===== src/rtl/gnr_ctrl_pkg.sv =====
// Shared types and constants for the GNR attractor controller.
package gnr_ctrl_pkg;

  typedef enum logic [2:0] {
    StIdle,
    StLoad,
    StRun,
    StPeriod,
    StDone
  } state_e;

  localparam int unsigned DefCntW     = 16;
  localparam int unsigned DefMaxSteps = 32'h0000_FFFF;

endpackage


===== src/rtl/gnr_vec_cmp.sv =====
// Combinational equality check of the slow and fast network state vectors.
module gnr_vec_cmp #(
  parameter int unsigned N_NODES = 16
) (
  input  logic [N_NODES-1:0] a,
  input  logic [N_NODES-1:0] b,
  output logic               eq
);

  assign eq = (a == b);

endmodule


===== src/rtl/gnr_attractor_ctrl.sv =====
// Loads a GNR network, finds an attractor by Floyd cycle detection and measures its period.
module gnr_attractor_ctrl
  import gnr_ctrl_pkg::*;
#(
  parameter int unsigned N_NODES   = 16,
  parameter int unsigned CNT_W     = DefCntW,
  parameter int unsigned MAX_STEPS = DefMaxSteps
) (
  input  logic               clk,
  input  logic               rst_n,
  input  logic               cfg_valid,
  output logic               cfg_ready,
  input  logic [N_NODES-1:0] cfg_init,
  output logic               reset_nos,
  output logic [N_NODES-1:0] init_state,
  output logic               start_s0,
  output logic               start_s1,
  input  logic [N_NODES-1:0] s0_vec,
  input  logic [N_NODES-1:0] s1_vec,
  output logic               res_valid,
  input  logic               res_ready,
  output logic [CNT_W-1:0]   res_meet_steps,
  output logic [CNT_W-1:0]   res_period,
  output logic [N_NODES-1:0] res_state,
  output logic               res_timeout
);

  localparam logic [CNT_W-1:0] MaxCnt = CNT_W'(MAX_STEPS);

  state_e           state_q;
  logic [CNT_W-1:0] k_q;
  logic [CNT_W-1:0] p_q;

  logic vec_eq;
  logic meet;
  logic hit;
  logic run_limit;
  logic per_limit;

  gnr_vec_cmp #(
    .N_NODES(N_NODES)
  ) u_vec_cmp (
    .a (s0_vec),
    .b (s1_vec),
    .eq(vec_eq)
  );

  // s0 only matches step k/2 on even k, so odd-k compares are meaningless.
  assign meet      = (k_q != '0) && !k_q[0] && vec_eq;
  assign hit       = (p_q != '0) && vec_eq;
  assign run_limit = (k_q == MaxCnt);
  assign per_limit = (p_q == MaxCnt);
  assign cfg_ready = (state_q == StIdle);

  // Strobes are combinational so the network holds still on the meet/hit cycle itself.
  always_comb begin
    start_s0 = 1'b0;
    start_s1 = 1'b0;
    case (state_q)
      StRun: begin
        start_s0 = !meet && !run_limit;
        start_s1 = !meet && !run_limit;
      end
      StPeriod: begin
        start_s1 = !hit && !per_limit;
      end
      default: ;
    endcase
  end

  always_ff @(posedge clk or negedge rst_n) begin
    if (!rst_n) begin
      state_q        <= StIdle;
      k_q            <= '0;
      p_q            <= '0;
      reset_nos      <= 1'b0;
      init_state     <= '0;
      res_valid      <= 1'b0;
      res_meet_steps <= '0;
      res_period     <= '0;
      res_state      <= '0;
      res_timeout    <= 1'b0;
    end else begin
      case (state_q)
        StIdle: begin
          if (cfg_valid) begin
            init_state <= cfg_init;
            reset_nos  <= 1'b1;
            state_q    <= StLoad;
          end
        end
        StLoad: begin
          reset_nos      <= 1'b0;
          k_q            <= '0;
          p_q            <= '0;
          res_meet_steps <= '0;
          res_period     <= '0;
          res_state      <= '0;
          res_timeout    <= 1'b0;
          state_q        <= StRun;
        end
        StRun: begin
          if (meet) begin
            res_state      <= s0_vec;
            res_meet_steps <= k_q;
            state_q        <= StPeriod;
          end else if (run_limit) begin
            res_timeout <= 1'b1;
            res_valid   <= 1'b1;
            state_q     <= StDone;
          end else begin
            k_q <= k_q + 1'b1;
          end
        end
        StPeriod: begin
          if (hit) begin
            res_period <= p_q;
            res_valid  <= 1'b1;
            state_q    <= StDone;
          end else if (per_limit) begin
            res_timeout <= 1'b1;
            res_period  <= '0;
            res_valid   <= 1'b1;
            state_q     <= StDone;
          end else begin
            p_q <= p_q + 1'b1;
          end
        end
        StDone: begin
          if (res_ready) begin
            res_valid <= 1'b0;
            state_q   <= StIdle;
          end
        end
        default: state_q <= StIdle;
      endcase
    end
  end

endmodule


===== config.mk =====
export PLATFORM = sky130hd
export DESIGN_NAME = gnr_attractor_ctrl
export DESIGN_NICKNAME = d
export VERILOG_FILES = /design/src/rtl/gnr_ctrl_pkg.sv /design/src/rtl/gnr_vec_cmp.sv /design/src/rtl/gnr_attractor_ctrl.sv
export SDC_FILE = /design/constraint.sdc
export NUM_CORES = 1
export LEC_CHECK = 0
export ABC_CLOCK_PERIOD_IN_PS = 3000
export CAP_MARGIN = 5
export CORE_ASPECT_RATIO = 1.5
export CORE_MARGIN = 2
export CORE_UTILIZATION = 29
export CTS_CLUSTER_SIZE = 24
export DETAILED_ROUTE_END_ITERATION = 8
export PLACE_DENSITY_LB_ADDON = 0.08
export RECOVER_POWER = 25
export SLEW_MARGIN = 20
export SYNTH_ARGS = -nofsm -noshare
export SYNTH_HDL_FRONTEND = slang
export SYNTH_SLANG_ARGS = --single-unit

===== constraint.sdc =====
create_clock -name clk -period 3 [get_ports clk]
set_input_delay 0.6 -clock clk [delete_from_list [all_inputs] [get_ports clk]]
set_output_delay 0.6 -clock clk [all_outputs]
set_load 0.005 [all_outputs]

==> flow_summary.json <==
{
  "outcome": "finished clean",
  "std_cell_rows": 58,
  "crit_path_end_kind": "primary output",
  "crit_end": "start_s1",
  "grt_pass1_vias": 4227,
  "busiest_layer": "met2",
  "cts_tree": "done",
  "use_met2_pct": 27.30,
  "die_x_um": 110.6,
  "antenna_found_initial": 0,
  "fillerInstances": 1719,
  "start_util_pct": 29.49,
  "syn_area_per_cell_um2": 10.07,
  "diodes": 0,
  "num_vias": 4232,
  "clkSinkCount": 102,
  "yosysUniqueCellTypes": 59,
  "power.density_nw_per_um2": 760.6,
  "slowest_delay_ns": 0.42,
  "area_delta_synth_final_pct": 40.83,
  "ys_seq_area_share_pct": 51.63,
  "avgViaCountPerCell": 4.967,
  "wire_per_inst_um": 16.28,
  "dp.final_hpwl_mm": 10.08,
  "min_period_ns": 2.917,
  "cts_buffers": 9,
  "ff2ff_setup_slack_ns": 0.57,
  "crit_fanout": 2,
  "cts-root-buf": "clkbuf_16",
  "top_level_ports": 122,
  "hp-class": "register to register",
  "grt_pass1_wl_mm": 22.53,
  "ir_worst_vdd_v": 0.0003027,
  "ant_nets": 0,
  "gr-usage-met1_pct": 19.17,
  "layout_common_cells": "clkdlybuf4s50_1 (104), dfrtp_1 (102), nand2_1 (92), buf_4 (40), o21ai_1 (30)",
  "synthArstFlopShare_pct": 100.0,
  "finish.net_count": 693,
  "yosysWarningCount": 0,
  "worstPathArrival_ns": 2.32,
  "drtIter0Drc": 197,
  "die_h_um": 163.9,
  "grt_start_max_net_pins": 55,
  "synthCells": 491,
  "fin_skew_ns": 0.01058,
  "rr_startpoint": "k_q[0]",
  "final_common_cell": "clkdlybuf4s50_1",
  "crit_path_start": "s1_vec[11]",
  "drive_gt1_share_pct": 14.95,
  "reg2reg_depth": 10,
  "worst_pin_slew_ns": 1.396,
  "critPathKind": "primary input to primary output",
  "gp_congestion": 0.8086,
  "synth_nets": 547,
  "wl_mm": 13.87,
  "fin_crit_sh_pct": 97.23,
  "cts.reportedPaths.clkPinSlew_ns": 0.07,
  "grtUsageMet3_pct": 2.952,
  "hold_viol": 0,
  "cts_buffer_depth": 2,
  "holdWs_ns": 0.4864,
  "maxSlewHeadroom_pct": 6.921,
  "worstHoldStart": "res_meet_steps[13]",
  "core-area_um2": 16760,
  "r2r-end": "k_q[11]",
  "critical_path.startpoint_type": "primary input",
  "worstPathCellList": "clkdlybuf4s50_1 > xor2_1 > nor4_2 > nand4_1 > o21ai_2 > buf_4 > nand3_4 > buf_6",
  "fin_cells": 852,
  "grt_overflow": 0,
  "holdBufCountCts": 0,
  "syn-cell-area_um2": 4943,
  "cp.required_ns": 2.40,
  "drc": 0,
  "clock_latency_ns": 0.35,
  "drv_slew": 0,
  "gr-usage-all-layers_pct": 15.52,
  "synth-seq-cells": 102,
  "synth_edf_count": 0,
  "tns_ns": 0,
  "setup_violations": 0,
  "io_buffers": 121,
  "dr.pass1.iters": 6,
  "htreeDepth": 3,
  "post-place-cells": 833,
  "die_area_um2": 18130,
  "cellLeakagePower_nw": 2.921,
  "drv_cap": 0,
  "critPathSlowestCell": "clkdlybuf4s50_1",
  "fmax_ghz": 0.3428,
  "synth_ff_type": "dfrtp_1"
}
[where the power goes]
group / switching (mW) / internal, mW / leakage, nW
Sequential: 0.257 / 1.70 / 1.35
Clock: 0.566 / 0.659 / 0.147
Combinational: 1.05 / 1.06 / 1.42
Total: 1.87 / 3.42 / 2.92
[what timing repair did]
item	4_1_cts	5_1_grt
gates cloned	0	0
endpoints found under the setup margin	2	2
gates resized for setup	20	9
pin swaps	8	5
setup buffers	2	1
[worst max-delay path, delay by kind of cell]
kind / cells / cell delay [ns]
buf+inv: 3 / 0.68
simple gates: 3 / 0.64
xor+xnor: 1 / 0.17
compound gates: 1 / 0.22
[per-layer routing]
layer / share of wire, % / vias to the layer above / wire (µm)
met5: 0 / - / 0
met4: 1.6 / 0 / 228
met3: 4.1 / 16 / 564
met2: 50 / 114 / 6913
met1: 44 / 2043 / 6161
li1: - / 2059 / -
[cells in the mapped netlist, drive strengths merged (11+ instances only)]
| cell type | instances | area, µm² |
|---|---|---|
| mux2 | 16 | 180.2 |
| nand2 | 92 | 345.3 |
| a21oi | 13 | 65.06 |
| nor4 | 11 | 81.32 |
| nor2 | 21 | 78.83 |
| dfrtp | 102 | 2552 |
| o21ai | 37 | 188.9 |
| nor3 | 11 | 55.05 |
| buf | 18 | 111.4 |
| clkbuf | 11 | 41.29 |
| xor2 | 17 | 148.9 |
| a22o | 16 | 140.1 |
| nand3 | 18 | 90.09 |
[metrics by stage]
step | total power [mW] | area (µm²) | setup slack [ns] | utilization (%)
2_1_floorplan | 2.978 | 4943 | 0.6772 | -
3_3_place_gp | 4.079 | 6614 | -0.4511 | 39.45
3_5_place_dp | 4.107 | 6614 | -0.4338 | 39.45
4_1_cts | 5.355 | 6944 | 0.009848 | 41.42
5_1_grt | 5.652 | 6962 | -0.04098 | 41.53
6_report | 5.295 | 6962 | 0.08320 | 41.53
[final cells by class]
type / count / area [µm²] / share of cell area [%]
clock buffer: 9 / 225.2 / 3.235
clock inverter: 7 / 77.57 / 1.114
inverter: 7 / 26.28 / 0.3774
multi-input combinational: 353 / 2268 / 32.58
sequential: 102 / 2552 / 36.66
tap: 210 / 262.8 / 3.774
timing repair buffer: 164 / 1549 / 22.25
[worst min-delay path by stage]
stage	to	slack [ns]	cells after the start
6_report	res_meet_steps[13]	0.49	2
5_1_grt	res_meet_steps[0]	0.51	1
4_1_cts	res_meet_steps[4]	0.35	1
3_5_place_dp	res_meet_steps[0]	0.47	1
3_3_place_gp	reset_nos	0.46	1
2_1_floorplan	init_state[0]	0.30	0
[kinds of logic (layout without fill, tap and decap cells)]
kind of cell    after synthesis  count (layout)  synth area share [%]
simple gates                201             201                 20.17
compound gates              103             103                 14.68
flops                       102             102                 51.63
buf+inv                      36             187                 3.619
xor+xnor                     25              25                 4.429
mux                          20              20                 4.455
fa+ha+maj                     4               4                 1.012
[registers in the layout, indices dropped and copies added (netlist names)]
register / cells
init_state: 16
k_q: 16
p_q: 16
res_meet_steps: 16
res_period: 16
res_state: 16
state_q: 3
res_timeout: 1
res_valid: 1
reset_nos: 1
(Power assumes the default switching activity.)
